### src/rtl/serv_csr_sched.sv
// serv_csr_sched: arbitrates the bit-serial serv_csr datapath between a
// synchronous trap, a pending timer interrupt and a CSR/mret instruction.
// Each grant runs one full 32-bit serial pass of N = 32/W cycles, then a
// single DONE cycle that pulses the matching ack.
//
// state | meaning
// IDLE  | waiting; requests sampled here, one per edge, by priority
// RUN   | serial pass in progress, cnt steps by W from 0 to 32-W
// DONE  | one cycle; pulses o_trap_ack or o_csr_ack, then back to IDLE
module serv_csr_sched #(
  parameter int W = 1
) (
  input  logic       i_clk,
  input  logic       i_rst,
  input  logic       i_trap_req,
  input  logic       i_irq_pending,
  input  logic       i_csr_req,
  input  logic [1:0] i_csr_sel,
  input  logic       i_mret,
  output logic       o_trap_ack,
  output logic       o_csr_ack,
  output logic       o_busy,
  output logic       o_en,
  output logic       o_cnt0to3,
  output logic       o_cnt3,
  output logic       o_cnt7,
  output logic       o_cnt11,
  output logic       o_cnt12,
  output logic       o_cnt_done,
  output logic       o_mstatus_en,
  output logic       o_mie_en,
  output logic       o_mcause_en,
  output logic       o_rf_csr_en,
  output logic       o_trap,
  output logic       o_irq,
  output logic       o_mret
);

  // cnt is always a multiple of W, so a strobe for bit k is active when the
  // W-wide block holding cnt matches the block holding k.
  localparam int         SH   = (W == 4) ? 2 : ((W == 2) ? 1 : 0);
  localparam logic [4:0] STEP = 5'(W);
  localparam logic [4:0] LAST = 5'(32 - W);
  localparam logic [4:0] B3   = 5'(3 >> SH);
  localparam logic [4:0] B7   = 5'(7 >> SH);
  localparam logic [4:0] B11  = 5'(11 >> SH);
  localparam logic [4:0] B12  = 5'(12 >> SH);

  typedef enum logic [1:0] {IDLE, RUN, DONE} state_t;

  state_t     state;
  logic [4:0] cnt;
  logic [4:0] cnt_blk;
  logic       run;
  logic       trap_q, irq_q, mret_q, mstatus_q, mie_q, mcause_q, rf_q;

  // Sequencer: grant in IDLE, step the pass counter in RUN, ack in DONE.
  // Pass flags are latched at grant and left alone until the next grant;
  // they only reach the outputs through the RUN/DONE gating below.
  always_ff @(posedge i_clk) begin
    if (i_rst) begin
      state     <= IDLE;
      cnt       <= 5'd0;
      trap_q    <= 1'b0;
      irq_q     <= 1'b0;
      mret_q    <= 1'b0;
      mstatus_q <= 1'b0;
      mie_q     <= 1'b0;
      mcause_q  <= 1'b0;
      rf_q      <= 1'b0;
    end else begin
      case (state)
        IDLE: begin
          cnt <= 5'd0;
          if (i_trap_req || i_irq_pending) begin
            state     <= RUN;
            trap_q    <= 1'b1;
            irq_q     <= !i_trap_req;
            mret_q    <= 1'b0;
            mstatus_q <= 1'b1;
            mie_q     <= 1'b0;
            mcause_q  <= 1'b1;
            rf_q      <= 1'b1;
          end else if (i_csr_req) begin
            state     <= RUN;
            trap_q    <= 1'b0;
            irq_q     <= 1'b0;
            mret_q    <= i_mret;
            mstatus_q <= i_mret || (i_csr_sel == 2'd0);
            mie_q     <= !i_mret && (i_csr_sel == 2'd1);
            mcause_q  <= !i_mret && (i_csr_sel == 2'd2);
            rf_q      <= !i_mret && (i_csr_sel == 2'd3);
          end
        end
        RUN: begin
          cnt <= cnt + STEP;
          if (cnt == LAST) state <= DONE;
        end
        DONE:    state <= IDLE;
        default: state <= IDLE;
      endcase
    end
  end

  // Output decode from the registered state, counter and pass flags.
  always_comb begin
    run          = (state == RUN);
    cnt_blk      = cnt >> SH;
    o_busy       = (state != IDLE);
    o_en         = run;
    o_trap_ack   = (state == DONE) && trap_q;
    o_csr_ack    = (state == DONE) && !trap_q;
    o_cnt0to3    = run && (cnt < 5'd4);
    o_cnt3       = run && (cnt_blk == B3);
    o_cnt7       = run && (cnt_blk == B7);
    o_cnt11      = run && (cnt_blk == B11);
    o_cnt12      = run && (cnt_blk == B12);
    o_cnt_done   = run && (cnt == LAST);
    o_mstatus_en = run && mstatus_q;
    o_mie_en     = run && mie_q;
    o_mcause_en  = run && mcause_q;
    o_rf_csr_en  = run && rf_q;
    o_trap       = run && trap_q;
    o_irq        = run && irq_q;
    o_mret       = run && mret_q;
  end

endmodule
### config.mk
export PLATFORM = sky130hd
export DESIGN_NAME = serv_csr_sched
export DESIGN_NICKNAME = d
export VERILOG_FILES = /design/src/rtl/serv_csr_sched.sv
export SDC_FILE = /design/constraint.sdc
export NUM_CORES = 1
export LEC_CHECK = 0
export ABC_CLOCK_PERIOD_IN_PS = 1300
export BUFFER_PORTS_ARGS = -buffer_cell sky130_fd_sc_hd__buf_2
export CAP_MARGIN = 0
export CORE_MARGIN = 2
export CORE_UTILIZATION = 30
export CTS_CLUSTER_SIZE = 24
export DETAILED_ROUTE_END_ITERATION = 8
export GPL_TIMING_DRIVEN = 1
export PLACE_DENSITY = 0.6
export SYNTH_ARGS = -nofsm -noshare
export SYNTH_HDL_FRONTEND = slang
export SYNTH_SLANG_ARGS = --single-unit
### constraint.sdc
create_clock -name i_clk -period 1.3 [get_ports i_clk]
set_input_delay 0.13 -clock i_clk [delete_from_list [all_inputs] [get_ports i_clk]]
set_output_delay 0.13 -clock i_clk [all_outputs]
set_load 0.005 [all_outputs]
==> out/qor.yml, run 1 <==
status:
  outcome: "finished with violations"
  violations: "setup timing"
yosys:
  synthesis.area_sq_um: 769
  yosysUniqueCellTypes: 31
  synth_top_cell_area_share_pct: 36.4
  ys_ff_latch: 14
  yosysSeqAreaShare_pct: 36.4
  ys_warn_count: 0
  synth-xor-area-share_pct: 1.14
  synth-main-ff-cell: "dfxtp_1"
  synth_compound_area_share_pct: 11.5
  synth-edff-count: 0
  synthAdderAreaFrac_pct: 4.88
  synthArstFlopShare_pct: 0
  synth_fp_nets: 104
  synth_mux_area_share_pct: 1.30
  yosys.area.top_type: "dfxtp_1"
  syn_avg_cell_area_sq_um: 8.27
  synthTopCellsByArea: "dfxtp_1, and2_1, a21oi_1"
  synth-simple-area-share_pct: 38.4
  synthCells: 93
  synth_top_family_by_area: "simple AND/OR/NAND/NOR gates"
pwr:
  p_total_w: 0.000969
  peakVddDrop_v: 0.000533
  p_leak_nw: 0.547
  power.density_nw_per_um2: 755
setup_path:
  endpoint_kind: "output pin"
  crit_required_ps: 1170
  critPathArrivalTime_ps: 1340
  reg2reg_slack_ps: -100
  timing.rr.end: "mie_q"
  cp_max_fo: 3
  rr_startpoint: "state[1]"
  critical_path_class: "flop to output pin"
  start_kind: "flop"
  reg2regPathDepth: 5
floorplan:
  die-area_sq_um: 2990
  rows: 18
  die_w_um: 54.6
  die_h_um: 54.6
  pin_count: 25
  coreArea_sq_um: 2450
  start_util_pct: 31.3
sta:
  fin_ws_ps: -167
  max_slew_margin_pct: 81.6
  tightestPinTransition_ps: 276
  skew_ps: 5.04
  slew_viol_final: 0
  timing.final.crit_share_pct: 113
  max_freq_mhz: 682
  setup_viol: 19
  period_needed_ps: 1470
  hold_violations: 0
  rsz0062_at_grt: "yes"
clock_tree:
  cts_tree: "yes"
  clock_latency_ps: 280
  h-tree-depth: 1
  cts_buffer_depth: 2
  cts-root-buf: "clkbuf_4"
  clk_pin_slew_ps: 80
  postCtsHoldBufs: 0
  numCtsBuffers: 3
  cts_sinks: 14
layout:
  drive_above_1_share_pct: 56.4
  final_cells: 163
  syn2layout_area_growth_pct: 66.8
  final_cell_mix: "buf_2, buf_6, buf_4, dfxtp_1"
  final-seq-area_sq_um: 288
  multiInputGateArea_sq_um: 553
  final_nets: 145
  fillerInstances: 252
  utilization_pct: 52.3
  antennaDiodeCount: 0
routing:
  drtPass1Iterations: 4
  drt_iter0_markers: 9
  routed_wl_um: 2250
  viasPerCell: 5.06
  wl_per_cell_um: 13.8
  antenna_left: 0
  drc: 0
  vias: 825
placed_design:
  placedCellCount: 152
  portBuffers: 24
  post-dp-hpwl_um: 1430
  place.gp.congestion: 0.778
hold_path:
  min_from: "i_csr_req"
  worstHoldEndpoint: "mret_q"
  hold_depth: 3
  hp-class: "input pin to flop"
job:
  maxCapViolations: 0
grt:
  grt_usage_pct: 16.7
  overflow: 0
  antenna_found_initial: 0
  grt_first_pass_wirelength_um: 3550
  grt_pass1_vias: 787
  grt_max_degree: 15
[cells in the mapped netlist, types with 2 or more instances]
cell type / n
nor2_1: 8
a21oi_1: 8
nor3b_1: 5
and3b_1: 2
nand3b_1: 3
inv_1: 3
nor2b_1: 2
dfxtp_1: 14
clkbuf_1: 2
nor3_1: 8
and2_1: 8
a22oi_1: 2
ha_1: 3
buf_2: 2
nor4_1: 3
o21ai_0: 5
[stage by stage]
stage / area, sq um / worst slack [ps] / hold slack [ps] / TNS [ps]
floorplan: 769 / 17.1 / 202 / 0
global placement: 988 / 22.7 / 445 / 0
detailed placement: 988 / -47.2 / 453 / -47.2
CTS: 1240 / -167 / 153 / -853
global route: 1280 / -290 / 168 / -2460
finish: 1280 / -167 / 156 / -1160
[logic make-up (layout without fill, tap and decap cells)]
logic type | count (synthesis) | in the layout
adder cells (fa/ha/maj) | 3 | 3
AO/OA/AOI/OAI | 16 | 16
AND/OR/NAND/NOR | 48 | 48
multiplexers | 1 | 1
flip-flops | 14 | 14
XOR/XNOR | 1 | 1
buffers and inverters | 10 | 50
[worst max-delay path, stage by stage, from the launching register on]
cell and delay (ps):
dfxtp_2 360, ha_4 150, buf_6 90, nand3b_1 130
nor3b_1 190, buf_2 140
[power by group]
part	switching, W	leakage [nW]	internal (W)
Clock	0.000141	0.0210	0.000170
Combinational	0.0000913	0.409	0.000104
Sequential	0.0000155	0.116	0.000447
[registers in the layout, indices dropped and copies added, names as in the netlist]
register and count:
mstatus_q 1, trap_q 1, state 2, mie_q 1, rf_q 1, irq_q 1
cnt 5, mcause_q 1, mret_q 1
[per-layer routing]
metal / vias to the layer above / wire length, um / track usage (%)
li1: 409 / - / -
met1: 396 / 1020 / 20.4
met3: 0 / 101 / 3.83
met4: 0 / 0 / 5.00
met5: - / 0 / 0
met2: 20 / 1130 / 29.0
[worst max path at each step]
stage               startpoint  slack, ps  depth (start not counted)        to
global placement        cnt[0]         20                          4  state[0]
CTS                     cnt[1]       -170                          5   o_cnt11
detailed placement      cnt[0]        -50                          4  state[0]
global route            cnt[1]       -290                          5   o_cnt11
finish                  cnt[1]       -170                          5    o_cnt7
floorplan               cnt[0]         20                          4  state[0]
[area by class of cell]
class / instances / share of cell area, %
clock buffer: 4 / 2.83
inverter: 4 / 1.75
multi-input combinational: 69 / 43.1
sequential: 14 / 22.4
tap: 30 / 2.92
timing repair buffer: 42 / 27.0
[what timing repair did]
| item | in CTS | in global routing |
|---|---|---|
| setup buffers | 4 | 3 |
| resized for setup | 40 | 12 |
| setup endpoints to repair | 15 | 21 |
| pin swaps | 14 | 8 |
| cloned | 1 | 0 |
Power figures use the tool's default switching activity.
==> run 2: changes to the inputs <==
BUFFER_PORTS_ARGS = -buffer_cell sky130_fd_sc_hd__buf_4   (was -buffer_cell sky130_fd_sc_hd__buf_2)
CORE_UTILIZATION = 43   (was 30)
PLACE_DENSITY = 0.78   (was 0.6)
==> run 2 against run 1 <==
Net effect: the run still ends with setup timing left; non-clock buffer count is 1 higher; final cell count fell by 2.5%; sequential share of layout area decreased by 1.1 points; count of clock-buffer cells in the layout unchanged; critical path depth stayed put; highest routed layer is now met4; largest power group unchanged; clock power grew 2%; total power increased by 2.4%; maximum frequency fell by 4.1%; combinational power increased by 9%; wire length grew 18%.
==> out/qor.yml, run 2 (same netlist as run 1, synthesis figures left out) <==
pwr:
  power.density_nw_per_um2: 735  # -2.6%
  p_int_w: 0.000729  # +1.0%
  clock_power_share_pct: 32.0  # about the same
  switching_share_pct: 26.6  # +1.0 points
  peakVddDrop_v: 0.000669  # +26%
  power_frac_seq_pct: 46.5  # -1.2 points
  p_total_w: 0.000993  # +2.4%
  p_leak_nw: 0.560  # +2.5%
  comb_power_share_pct: 21.5  # +1.3 points
  p_sw_w: 0.000264  # +6.5%
clock_tree:
  numCtsBuffers: 3  # unchanged
  cts_tree: "yes"
  cts_sinks: 14  # unchanged
  cts-root-buf: "clkbuf_4"
  cts_buffer_depth: 2  # unchanged
  clk_pin_slew_ps: 90  # about the same
  clock_latency_ps: 280  # about the same
  postCtsHoldBufs: 0  # unchanged
  h-tree-depth: 1  # unchanged
sta:
  hold_slack_ps: 132  # -24.1 ps
  skew_ps: 6.50  # +1.46 ps
  slew_viol_final: 0  # unchanged
  max_freq_mhz: 654  # -4.1%
  fin_ws_ps: -229  # -62.3 ps
  tightestPinTransition_ps: 392  # +116 ps
  period_needed_ps: 1530  # +62.3 ps
  setup_viol: 16  # -3
  hold_violations: 0  # unchanged
  rsz0062_at_grt: "yes"
  timing.final.crit_share_pct: 118  # +4.8 points
  max_slew_margin_pct: 73.8  # -7.8 points
layout:
  syn2layout_area_growth_pct: 75.4
  layout_commonest_cell: "buf_4"
  final_nets: 146  # +0.69%
  largestRegisters: "cnt: 5 flops, state: 2 flops"
  fillerInstances: 109  # -57%
  antennaDiodeCount: 0  # unchanged
  final-seq-area_sq_um: 288  # unchanged
  largest_register: "cnt"
  final_cell_mix: "buf_4, buf_6, dfxtp_1, and2_4, a21oi_1"
  multiInputGateArea_sq_um: 592  # +7.0%
  largest_reg_flops: 5  # unchanged
  drive_above_1_share_pct: 59.0  # +2.6 points
setup_path:
  start_kind: "flop"
  cp_max_fo: 3  # unchanged
  endpoint_kind: "output pin"
  critical_path_class: "flop to output pin"
  critPathArrivalTime_ps: 1400  # +60 ps
  reg2reg_slack_ps: -90  # about the same
  crit_required_ps: 1170  # about the same
placed_design:
  place_ws_ps: -23.7  # +23.5 ps
  place.gp.congestion: 0.768  # -1.3%
  post-dp-hpwl_um: 1440  # +0.70%
  portBuffers: 24  # unchanged
job:
  maxCapViolations: 0  # unchanged
grt:
  grt_usage_pct: 25.1  # +8.4 points
  grt_first_pass_wirelength_um: 3810  # +7.2%
  overflow: 0  # unchanged
  grt_pass1_vias: 864  # +9.8%
  grt_max_degree: 15  # unchanged
  antenna_found_initial: 0  # unchanged
routing:
  drtPass1Iterations: 4  # unchanged
  routed_wl_um: 2660  # +18%
  antenna_left: 0  # unchanged
  viasPerCell: 5.50  # +8.6%
  wl_per_cell_um: 16.7  # +21%
  drt_iter0_markers: 17  # +8
  drc: 0  # unchanged
  vias: 874  # +5.9%
status:
  outcome: "finished with violations"
  violations: "setup timing"
floorplan:
  pin_count: 25  # unchanged
  rows: 15  # -3
  start_util_pct: 45.1  # +14 points
  die_h_um: 46.3  # -15%
  coreArea_sq_um: 1710  # -30%
  die_w_um: 46.3  # -15%
  die-area_sq_um: 2140  # -28%
hold_path:
  hp-class: "input pin to flop"
==> run 2: power by group through the flow <==
stage	clock, W	sequential (W)	combinational [W]
floorplan	0	0.000466	0.0000725
global placement	0	0.000466	0.000141
detailed placement	0	0.000468	0.000144
CTS	0.000313	0.000460	0.000184
global route	0.000334	0.000463	0.000229
finish	0.000317	0.000462	0.000214
==> run 2: through the flow <==
stage / setup TNS, ps / instance area, sq um / cells / utilization [%]
2_1_floorplan: 0 / 769 / 93 / -
3_3_place_gp: 0 / 1020 / 146 / 59.9
3_5_place_dp: -31.4 / 1020 / 146 / 59.9
4_1_cts: -911 / 1240 / 156 / 72.9
5_1_grt: -2070 / 1350 / 159 / 79.0
6_report: -1370 / 1350 / 159 / 79.0
==> run 2: worst paths after layout <==
path | from | end | depth (start not counted)
worst max register to register | state[1] | mcause_q | 4
worst min-delay path | i_rst | state[1] | 2
worst min register to register | mret_q | mret_q | 2
worst max-delay path | cnt[1] | o_cnt3 | 5
==> run 2: cell type report <==
| cell class | count | share of cell area [%] |
|---|---|---|
| Multi-Input combinational cell | 69 | 43.8 |
| Timing Repair Buffer | 43 | 28.4 |
| Sequential cell | 14 | 21.3 |
| Clock buffer | 4 | 2.69 |
| Tap cell | 25 | 2.32 |
| Inverter | 4 | 1.48 |
==> run 2: routing by layer <==
metal / vias up / track usage (%) / routed length (um)
met5: - / 0 / 0
met4: 0 / 13.7 / 92
met3: 10 / 3.53 / 116
met2: 40 / 45.0 / 1460
met1: 413 / 28.0 / 984
li1: 411 / - / -
==> run 2: repair_timing <==
action                     CTS  global route
pin swaps                   15             3
gates resized for setup     40            17
setup endpoints to repair   17            19
buffers inserted             6             3
==> run 2: critical path: stages (launching register included) <==
cell and delay, ps:
dfxtp_2 370, ha_4 140, buf_6 90, nand3b_1 150, nor3_1 210, buf_4 150
==> run 3: changes to the inputs <==
CELL_PAD_IN_SITES_DETAIL_PLACEMENT = 1   (was default)
CELL_PAD_IN_SITES_GLOBAL_PLACEMENT = 1   (was default)
CORE_UTILIZATION = 31   (was 43)
==> run 3 against run 2 <==
Net effect: the run still ends with setup timing left; first-iteration DRC count decreased by 88%; die area increased by 35%; sequential cell count unchanged; combinational power increased by 9%; maximum frequency increased by 2.0%; hold slack improved by 2.2 ps; total power decreased by 5.0%; wire length decreased by 2.1%; largest power group unchanged; register-to-register slack improved by 40 ps; critical path type unchanged; critical endpoint is now o_cnt7; sequential power about the same; count of clock-buffer cells in the layout decreased by 1.
==> out/qor.yml, run 3 (same netlist as run 1, synthesis figures left out) <==
floorplan:
  pin_count: 25  # unchanged
  rows: 18  # +3
  coreArea_sq_um: 2410  # +41%
  start_util_pct: 31.9  # -13 points
  die_h_um: 53.8  # +16%
  die_w_um: 53.8  # +16%
  die-area_sq_um: 2900  # +35%
layout:
  final_cell_area_sq_um: 1390  # +2.7%
  largest_reg_flops: 5  # unchanged
  utilization_pct: 57.5  # -22 points
  antennaDiodeCount: 0  # unchanged
  largest_register: "cnt"
  final_nets: 152  # +4.1%
  final_cell_mix: "buf_4, buf_6, dfxtp_1, and2_4"
  fillerInstances: 283  # +160%
  syn2layout_area_growth_pct: 80.2
  largestRegisters: "cnt: 5 flops, state: 2 flops"
  final_cells: 169  # +6.3%
  layout_commonest_cell: "buf_4"
  drive_above_1_share_pct: 62.6  # +3.6 points
routing:
  antenna_left: 0  # unchanged
  wl_per_cell_um: 15.4  # -7.9%
  vias: 851  # -2.6%
  viasPerCell: 5.04  # -8.4%
  drt_iter0_markers: 2  # -15
  routed_wl_um: 2600  # -2.1%
  drtPass1Iterations: 3  # -1
  drc: 0  # unchanged
grt:
  grt_first_pass_wirelength_um: 4070  # +6.9%
  antenna_found_initial: 0  # unchanged
  overflow: 0  # unchanged
  grt_usage_pct: 19.9  # -5.2 points
  grt_pass1_vias: 886  # +2.5%
  grt_max_degree: 15  # unchanged
placed_design:
  placedCellCount: 154  # +5.5%
  post-dp-hpwl_um: 1740  # +21%
  place.gp.congestion: 0.759  # -1.2%
  placed_cell_area_sq_um: 1050  # +2.8%
  portBuffers: 24  # unchanged
pwr:
  p_sw_w: 0.000259  # -1.9%
  power_frac_seq_pct: 49.0  # +2.5 points
  p_int_w: 0.000684  # -6.1%
  comb_power_share_pct: 24.7  # +3.2 points
  p_total_w: 0.000943  # -5.0%
  peakVddDrop_v: 0.000513  # -23%
  p_leak_nw: 0.592  # +5.6%
  power.density_nw_per_um2: 680  # -7.5%
  switching_share_pct: 27.5  # +0.87 points
  clock_power_share_pct: 26.3  # -5.7 points
clock_tree:
  numCtsBuffers: 3  # unchanged
  cts_tree: "yes"
  h-tree-depth: 1  # unchanged
  clock_latency_ps: 280  # about the same
  clk_pin_slew_ps: 80  # about the same
  cts_buffer_depth: 2  # unchanged
  postCtsHoldBufs: 0  # unchanged
  cts-root-buf: "clkbuf_4"
  cts_sinks: 14  # unchanged
setup_path:
  crit_required_ps: 1170  # about the same
  critPathArrivalTime_ps: 1370  # -30 ps
  critical_path_class: "flop to output pin"
  cp_max_fo: 3  # unchanged
  endpoint_kind: "output pin"
  start_kind: "flop"
sta:
  max_freq_mhz: 667  # +2.0%
  max_slew_margin_pct: 73.3  # -0.48 points
  setup_viol: 14  # -2
  hold_slack_ps: 134  # +2.17 ps
  tightestPinTransition_ps: 399  # +7.01 ps
  hold_violations: 0  # unchanged
  fin_ws_ps: -199  # +30.6 ps
  skew_ps: 0.522  # -5.98 ps
  timing.final.crit_share_pct: 115  # -2.4 points
  rsz0062_at_grt: "yes"
  slew_viol_final: 0  # unchanged
  period_needed_ps: 1500  # -30.6 ps
status:
  violations: "setup timing"
  outcome: "finished with violations"
hold_path:
  hp-class: "input pin to flop"
job:
  maxCapViolations: 0  # unchanged
run 3: cell count changes in the layout (fill, tap and decap cells not counted), moves of 2 or more:
cell and change:
buf_6 +4, nor3_2 +2, nor3_1 -2, buf_4 +3
run 3: layout make-up:
cell class	instances	area [sq um]	share of cell area, %
Sequential cell	14	288	20.8
Timing Repair Buffer	49	435	31.4
Multi-Input combinational cell	69	583	42.1
Tap cell	30	37.5	2.71
Clock buffer	3	22.5	1.62
Inverter	4	20.0	1.44
run 3: worst paths after layout:
path,startpoint,end,slack [ps],cells past startpoint
max,cnt[0],o_cnt7,-200,5
min,i_rst,state[1],130,2
max reg2reg,cnt[0],state[0],-50,4
min reg2reg,mie_q,mie_q,500,2
run 3: routing by layer:
layer | up-vias | share of wire [%] | track usage, %
met1 | 411 | 41 | 21.2
met3 | 0 | 3.0 | 2.50
li1 | 421 | - | -
met2 | 19 | 56 | 39.4
met4 | 0 | 0 | 6.41
met5 | - | 0 | 0
run 3: repair_timing:
action,4_1_cts,5_1_grt
hold endpoints to repair,0,0
endpoints found under the setup margin,19,23
gates resized for setup,51,10
pin swaps,14,11
buffers inserted,8,6
run 3: stage by stage:
stage | setup WS, ps | TNS [ps]
after floorplan | 17.1 | 0
after global placement | 18.1 | 0
after detailed placement | -144 | -144
after CTS | -214 | -1510
after global routing | -264 | -2600
final | -199 | -1490
run 3: power by group through the flow:
stage / clock [W] / combinational, W / sequential [W]
global route: 0.000288 / 0.000250 / 0.000465
CTS: 0.000267 / 0.000209 / 0.000462
detailed placement: 0 / 0.000154 / 0.000468
floorplan: 0 / 0.0000725 / 0.000466
finish: 0.000248 / 0.000233 / 0.000462
global placement: 0 / 0.000149 / 0.000466
run 3: critical path, stage by stage (launching register included):
cell and delay, ps:
dfxtp_2 360, ha_4 140, buf_6 90, nand3b_1 160, nor3b_2 210, buf_4 130
